**config.mk**
```make
export PLATFORM = sky130hd
export DESIGN_NAME = alu_mc
export DESIGN_NICKNAME = d
export VERILOG_FILES = /design/src/rtl/alu_mc.sv
export SDC_FILE = /design/constraint.sdc
export NUM_CORES = 1
export LEC_CHECK = 0
export CAP_MARGIN = 20
export CELL_PAD_IN_SITES_DETAIL_PLACEMENT = 0
export CELL_PAD_IN_SITES_GLOBAL_PLACEMENT = 1
export CORE_AREA = 2 2 317 319
export CTS_CLUSTER_SIZE = 16
export DETAILED_ROUTE_END_ITERATION = 8
export DIE_AREA = 0 0 319 321
export HOLD_SLACK_MARGIN = 0.06
export PLACE_DENSITY_LB_ADDON = 0.3
export RECOVER_POWER = 25
export SETUP_SLACK_MARGIN = 0.3
export SYNTH_ARGS = -nofsm -noshare
export SYNTH_HDL_FRONTEND = slang
export SYNTH_SLANG_ARGS = --single-unit
```
**constraint.sdc**
```tcl
create_clock -name clk -period 16.1 [get_ports clk]
set_clock_uncertainty 0.15 [all_clocks]
set_input_delay 1.61 -clock clk [delete_from_list [all_inputs] [get_ports clk]]
set_output_delay 1.61 -clock clk [all_outputs]
set_load 0.01 [all_outputs]
```
**src/rtl/alu_mc.sv**
```systemverilog
// Multi-cycle execute unit: single-cycle RV32I ALU plus an iterative radix-2
// multiply/divide engine, with valid/ready handshakes on both sides.
module alu_mc #(
  parameter int D_WIDTH = 32,
  parameter int EN_MD   = 1
) (
  input  logic               clk,
  input  logic               rst_n,
  input  logic               in_valid,
  output logic               in_ready,
  input  logic               alusrc,
  input  logic [3:0]         aluctrl,
  input  logic               md_en,
  input  logic [2:0]         md_op,
  input  logic [D_WIDTH-1:0] aluop1,
  input  logic [D_WIDTH-1:0] immop,
  input  logic [D_WIDTH-1:0] regop2,
  output logic               out_valid,
  input  logic               out_ready,
  output logic [D_WIDTH-1:0] aluout,
  output logic               eq
);

  localparam int SHW = $clog2(D_WIDTH);

  typedef enum logic [1:0] {
    S_IDLE = 2'd0,
    S_BUSY = 2'd1,
    S_DONE = 2'd2
  } state_t;

  state_t               state_q;
  logic                 alive_q;
  logic [SHW-1:0]       cnt_q;
  logic [2:0]           op_q;
  logic [D_WIDTH-1:0]   m_q, hi_q, lo_q, aluout_q;
  logic                 neg_q, rneg_q, divz_q, eq_q;

  logic [D_WIDTH-1:0]   op2_s, a_mag_s, b_mag_s, alu_res_d, hi_d, lo_d;
  logic [D_WIDTH-1:0]   quo_s, rem_s, md_res_d;
  logic [SHW-1:0]       shamt_s;
  logic [D_WIDTH:0]     mul_sum_s, div_sh_s, div_diff_s;
  logic [2*D_WIDTH-1:0] prod_s;
  logic                 accept_s, alu_eq_d, a_sgn_s, b_sgn_s, sa_s, sb_s;

  assign op2_s     = alusrc ? immop : regop2;
  assign shamt_s   = op2_s[SHW-1:0];
  // alive_q keeps in_ready low until the first edge after reset release
  assign in_ready  = rst_n && alive_q &&
                     ((state_q == S_IDLE) || ((state_q == S_DONE) && out_ready));
  assign accept_s  = in_valid && in_ready;
  assign out_valid = (state_q == S_DONE);
  assign aluout    = aluout_q;
  assign eq        = eq_q;

  always_comb begin
    alu_res_d = '0;
    case (aluctrl)
      4'b0000: alu_res_d = aluop1 + op2_s;
      4'b1000: alu_res_d = aluop1 - op2_s;
      4'b0001: alu_res_d = aluop1 << shamt_s;
      4'b0101: alu_res_d = aluop1 >> shamt_s;
      4'b1101: alu_res_d = $unsigned($signed(aluop1) >>> shamt_s);
      4'b0100: alu_res_d = aluop1 ^ op2_s;
      4'b0110: alu_res_d = aluop1 | op2_s;
      4'b0111: alu_res_d = aluop1 & op2_s;
      4'b0010: alu_res_d = {{(D_WIDTH-1){1'b0}}, ($signed(aluop1) < $signed(op2_s))};
      4'b0011: alu_res_d = {{(D_WIDTH-1){1'b0}}, (aluop1 < op2_s)};
      default: alu_res_d = '0;
    endcase
    alu_eq_d = (aluctrl == 4'b0100) ? (alu_res_d != '0) : alu_res_d[0];
  end

  // The engine works on magnitudes; signs are reapplied when the op finishes
  always_comb begin
    a_sgn_s = (md_op == 3'd0) || (md_op == 3'd1) || (md_op == 3'd2) ||
              (md_op == 3'd4) || (md_op == 3'd6);
    b_sgn_s = (md_op == 3'd0) || (md_op == 3'd1) || (md_op == 3'd4) ||
              (md_op == 3'd6);
    sa_s    = a_sgn_s && aluop1[D_WIDTH-1];
    sb_s    = b_sgn_s && op2_s[D_WIDTH-1];
    a_mag_s = sa_s ? ('0 - aluop1) : aluop1;
    b_mag_s = sb_s ? ('0 - op2_s) : op2_s;
  end

  // One shift-add or restoring-subtract step, plus the sign-corrected result
  always_comb begin
    mul_sum_s  = {1'b0, hi_q} + (lo_q[0] ? {1'b0, m_q} : '0);
    div_sh_s   = {hi_q, lo_q[D_WIDTH-1]};
    div_diff_s = div_sh_s - {1'b0, m_q};
    if (op_q[2]) begin
      if (!div_diff_s[D_WIDTH]) begin
        hi_d = div_diff_s[D_WIDTH-1:0];
        lo_d = {lo_q[D_WIDTH-2:0], 1'b1};
      end else begin
        hi_d = div_sh_s[D_WIDTH-1:0];
        lo_d = {lo_q[D_WIDTH-2:0], 1'b0};
      end
    end else begin
      {hi_d, lo_d} = {mul_sum_s, lo_q[D_WIDTH-1:1]};
    end
    prod_s = neg_q ? ('0 - {hi_d, lo_d}) : {hi_d, lo_d};
    quo_s  = divz_q ? '1 : (neg_q ? ('0 - lo_d) : lo_d);
    rem_s  = rneg_q ? ('0 - hi_d) : hi_d;
    case (op_q)
      3'd0:                md_res_d = prod_s[D_WIDTH-1:0];
      3'd1, 3'd2, 3'd3:    md_res_d = prod_s[2*D_WIDTH-1:D_WIDTH];
      3'd4, 3'd5:          md_res_d = quo_s;
      default:             md_res_d = rem_s;
    endcase
  end

  // Control FSM, operand latches and registered outputs
  always_ff @(posedge clk) begin
    alive_q <= rst_n;
    if (!rst_n) begin
      state_q  <= S_IDLE;
      aluout_q <= '0;
      eq_q     <= 1'b0;
      cnt_q    <= '0;
      op_q     <= 3'd0;
      m_q      <= '0;
      hi_q     <= '0;
      lo_q     <= '0;
      neg_q    <= 1'b0;
      rneg_q   <= 1'b0;
      divz_q   <= 1'b0;
    end else begin
      case (state_q)
        S_IDLE, S_DONE: begin
          if (accept_s) begin
            if (md_en) begin
              if (EN_MD != 0) begin
                state_q <= S_BUSY;
                cnt_q   <= '0;
                op_q    <= md_op;
                hi_q    <= '0;
                m_q     <= md_op[2] ? b_mag_s : a_mag_s;
                lo_q    <= md_op[2] ? a_mag_s : b_mag_s;
                neg_q   <= sa_s ^ sb_s;
                rneg_q  <= sa_s;
                divz_q  <= (op2_s == '0);
              end else begin
                state_q  <= S_DONE;
                aluout_q <= '0;
                eq_q     <= 1'b0;
              end
            end else begin
              state_q  <= S_DONE;
              aluout_q <= alu_res_d;
              eq_q     <= alu_eq_d;
            end
          end else if ((state_q == S_DONE) && out_ready) begin
            state_q <= S_IDLE;
          end
        end
        S_BUSY: begin
          hi_q  <= hi_d;
          lo_q  <= lo_d;
          cnt_q <= cnt_q + SHW'(1);
          if (&cnt_q) begin
            aluout_q <= md_res_d;
            eq_q     <= 1'b0;
            state_q  <= S_DONE;
          end
        end
        default: state_q <= S_IDLE;
      endcase
    end
  end

endmodule

```
==> impl_results.md <==
- Slew @ Worst Pin: 4.16 ns
- Crit-path cells: buf_2 > buf_4 > mux2i_4 > buf_4 > inv_2 > buf_4 > fa_1 > o21bai_1 > nor4b_1 > o311a_1 > o31ai_1 > a41o_1 > a21boi_0 > o41ai_1 > o21ai_0 > a21o_1 > a22oi_1 > o21ai_0 > nand2_1 > o311ai_1
- Final Hold Vio Count: 0
- Startpoint Class: primary input
- Worst relative slew slack: -177%
- Design Power: 1.63 mW
- CP required: 16.28 ns
- Main flop type after synthesis: dfxtp_1
- Critical path class: primary input to register
- Synth-to-layout area growth: 13.9%
- Synth cell types: 106
- Syn Nets: 3830
- Fmax: 0.130 GHz
- Vias in the first global route: 26600
- CTS tree: built
- Worst setup EP type: register
- TritonCTS Buffers: 17
- Die height: 321 microns
- Crit path depth: 20
- Clock sinks: 143
- Hpwl dp: 103 mm
- Htree depth: 4
- Layout cells sized above 1: 7.02%
- Area of the core: 99300 sq um
- Layout filler cell count: 11100
- Routability cong.: 1.02
- CTS root buf: clkbuf_16
- Final period util: 47.7%
- First-pass GRT wire length: 188 mm
- Routed WL: 131 mm
- Initial Utilization: 24.8%
- Initial antenna violation count: 3
- Largest area contributor in the synthesized netlist: dfxtp_1
- CP arrival: 7.86 ns
- FF-to-FF path depth: 27
- Pin count of the biggest net entering global routing: 76
- Post-synthesis cell count: 3550
- IO buf count: 143
- RSZ-0062 raised after global routing: false
- Status: finished, violations left
- # IOs: 144
- Min Hold Slack: 0.313 ns
- DRC: 0
- Via Count: 28400
- Synth Register Bits: 143
- Routed vias/inst: 5.84
- CTS max path bufs: 2
- PD cells: 58.1 nW/um^2
- Crit path time final: 7.67 ns
- Hold path cells: 2
- VDD IR-drop max: 0.0000566 V
- Failing checks: max-capacitance violations, max-slew violations
- P_leak: 10.9 nW
- Finished Core Util: 28.2%
- Sum of negative setup slack: 0 ns
- Sequential area share after synthesis: 11.7%
- CP top delay family: compound AO/OA/AOI/OAI gates
- Drt pass-1 iters: 8
- Max Cap Violations: 3
- Layout Nets: 3828
- Netlist Area Pre-Place: 24600 sq um
- Synth warn: 0
- Slowest-stage cell, CP: o41ai_1
- Total Routing Usage GR: 24.5%
- Routed Antenna Nets: 0
- Die area: 102000 sq um
- GR Overflow Total: 0
- CTS resizes: 0
- Post-synth top area share: 11.7%
- Pins over their slew limit: 139
- CP Max Fanout: 44
- PnR worst setup slack: 8.43 ns
- Post-CTS Hold Buffers: 0
- FP Rows: 116
- Most frequent CP cell: buf_4
- Worst-skew pair later-pin latency: 0.46 ns
- Ranking of synthesized cells by area: dfxtp_1 12%, ha_1 8.5%, mux2i_1 7.4%
- Initial DRC count: 3150
- Die width: 319 microns
- Synthesized area per cell: 6.92 sq um
- Asr flop ratio synth: 0%
- Avg WL per Cell: 26.9 microns
- CP Buf/Inv Count: 5
- Final setup vio count: 0
- Post-synth EDFFs: 0
- Worst-path clk slew: 0.07 ns
- Min-delay worst type: register to register
- Worst path max stage delay: 0.93 ns
- Total setup buffers inserted after CTS: 0
- Dpl ws: 8.10 ns
[state kept, by name (all words and copies together) (netlist names)]
register,flops
hi_q,32
neg_q,1
m_q,32
state_q,2
rneg_q,1
op_q,3
aluout,32
divz_q,1
cnt_q,5
alive_q,1
lo_q,32
eq,1
[logic make-up (layout without fill, tap and decap cells)]
logic type	count (synthesis)	count (layout)	synth area share (%)
AO/OA/AOI/OAI	1191	1191	32.2
XOR/XNOR	174	174	6.20
adder cells (fa/ha/maj)	171	171	8.83
buffers and inverters	414	425	6.49
flip-flops	143	143	11.7
multiplexers	232	232	11.0
other	0	1	0
AND/OR/NAND/NOR	1225	1225	23.6
[cells in the mapped netlist, types with 22 or more instances]
master    instances
a21oi_1         314
a221oi_1         42
a211oi_1         35
o21ai_0         253
inv_1           153
buf_1            28
nand3_1          98
mux4_2           29
o211ai_1         57
xor2_1           44
o31ai_1          37
clkbuf_1        207
xnor2_1         130
o21bai_1         24
o22ai_1          22
or3_1            46
and2_1           56
o21a_1           22
dfxtp_1         143
ha_1            167
nor2_1          381
mux2i_1         182
o221ai_1         32
nor3_1           90
nand2b_1         30
a31oi_1          55
nor4_1           29
nand4_1          24
a22oi_1          37
a21o_1           45
nand2_1         336
and3_1           24
[cells in the final DEF (no fill, tap or decap), types with 55 or more instances in the layout]
| master | count |
|---|---|
| inv_1 | 151 |
| clkdlybuf4s50_1 | 105 |
| xnor2_1 | 130 |
| o21ai_0 | 252 |
| nand2_1 | 335 |
| o211ai_1 | 57 |
| mux2i_1 | 177 |
| and2_1 | 55 |
| a31oi_1 | 55 |
| dfxtp_1 | 141 |
| ha_1 | 167 |
| nand3_1 | 98 |
| nor3_1 | 88 |
| nor2_1 | 379 |
| a21oi_1 | 314 |
| buf_4 | 86 |
[area by class of cell]
type / instances / area (sq um) / area share, %
antenna: 1 / 2.50 / 0.00894
timing repair buffer: 233 / 2080 / 7.42
clock inverter: 15 / 163 / 0.581
inverter: 160 / 603 / 2.15
clock buffer: 17 / 425 / 1.52
tap: 1298 / 1620 / 5.80
sequential: 143 / 2870 / 10.2
multi-input combinational: 2993 / 20200 / 72.3
[routing by layer]
layer  routed length, microns  GRT usage (%)  vias to the layer above
met2                    58300           39.5                     1220
met1                    58000           33.0                    13800
li1                         -              -                    13100
met5                        0              0                        -
met3                     7270           1.97                      220
met4                     6930           11.4                        0
[final timing paths]
path                endpoint      from  slack, ns
setup reg to reg  aluout[22]  lo_q[31]       8.73
hold reg to reg       m_q[3]    m_q[3]       0.31
setup / recovery  aluout[30]    alusrc       8.43
hold / removal        m_q[3]    m_q[3]       0.31
[worst reg2reg max path: stages, from the launching register on]
cell and delay [ns]:
dfxtp_1 0.41, inv_1 0.15, ha_1 0.17, inv_1 0.05, fa_1 0.48, a211oi_2 0.25
o21ai_2 0.14, o311a_4 0.37, o41a_1 0.50, nor3_2 0.13, buf_4 0.31, nor2_2 0.10
a21oi_1 0.27, ha_1 0.24, nor3b_1 0.29, o221ai_1 0.26, or4_1 0.62, or2_2 0.37
nand2b_1 0.26, nor3_1 0.18, buf_4 0.19, nand2_1 0.08, nor2_1 0.17, nand4_1 0.20
o21ai_0 0.27, xor2_1 0.10, a221o_1 0.39, and3_1 0.17
[report_power, final]
group | leakage [nW] | internal, mW | switching [mW]
clock network | 0.291 | 0.221 | 0.197
logic | 9.50 | 0.279 | 0.556
registers | 1.16 | 0.361 | 0.0119
[metrics by stage]
stage,area [sq um],std cells
2_1_floorplan,24600,3550
3_3_place_gp,27400,4826
3_5_place_dp,27400,4826
4_1_cts,28000,4858
5_1_grt,28000,4859
6_report,28000,4860
No activity file was read; power rests on OpenSTA's default activity.
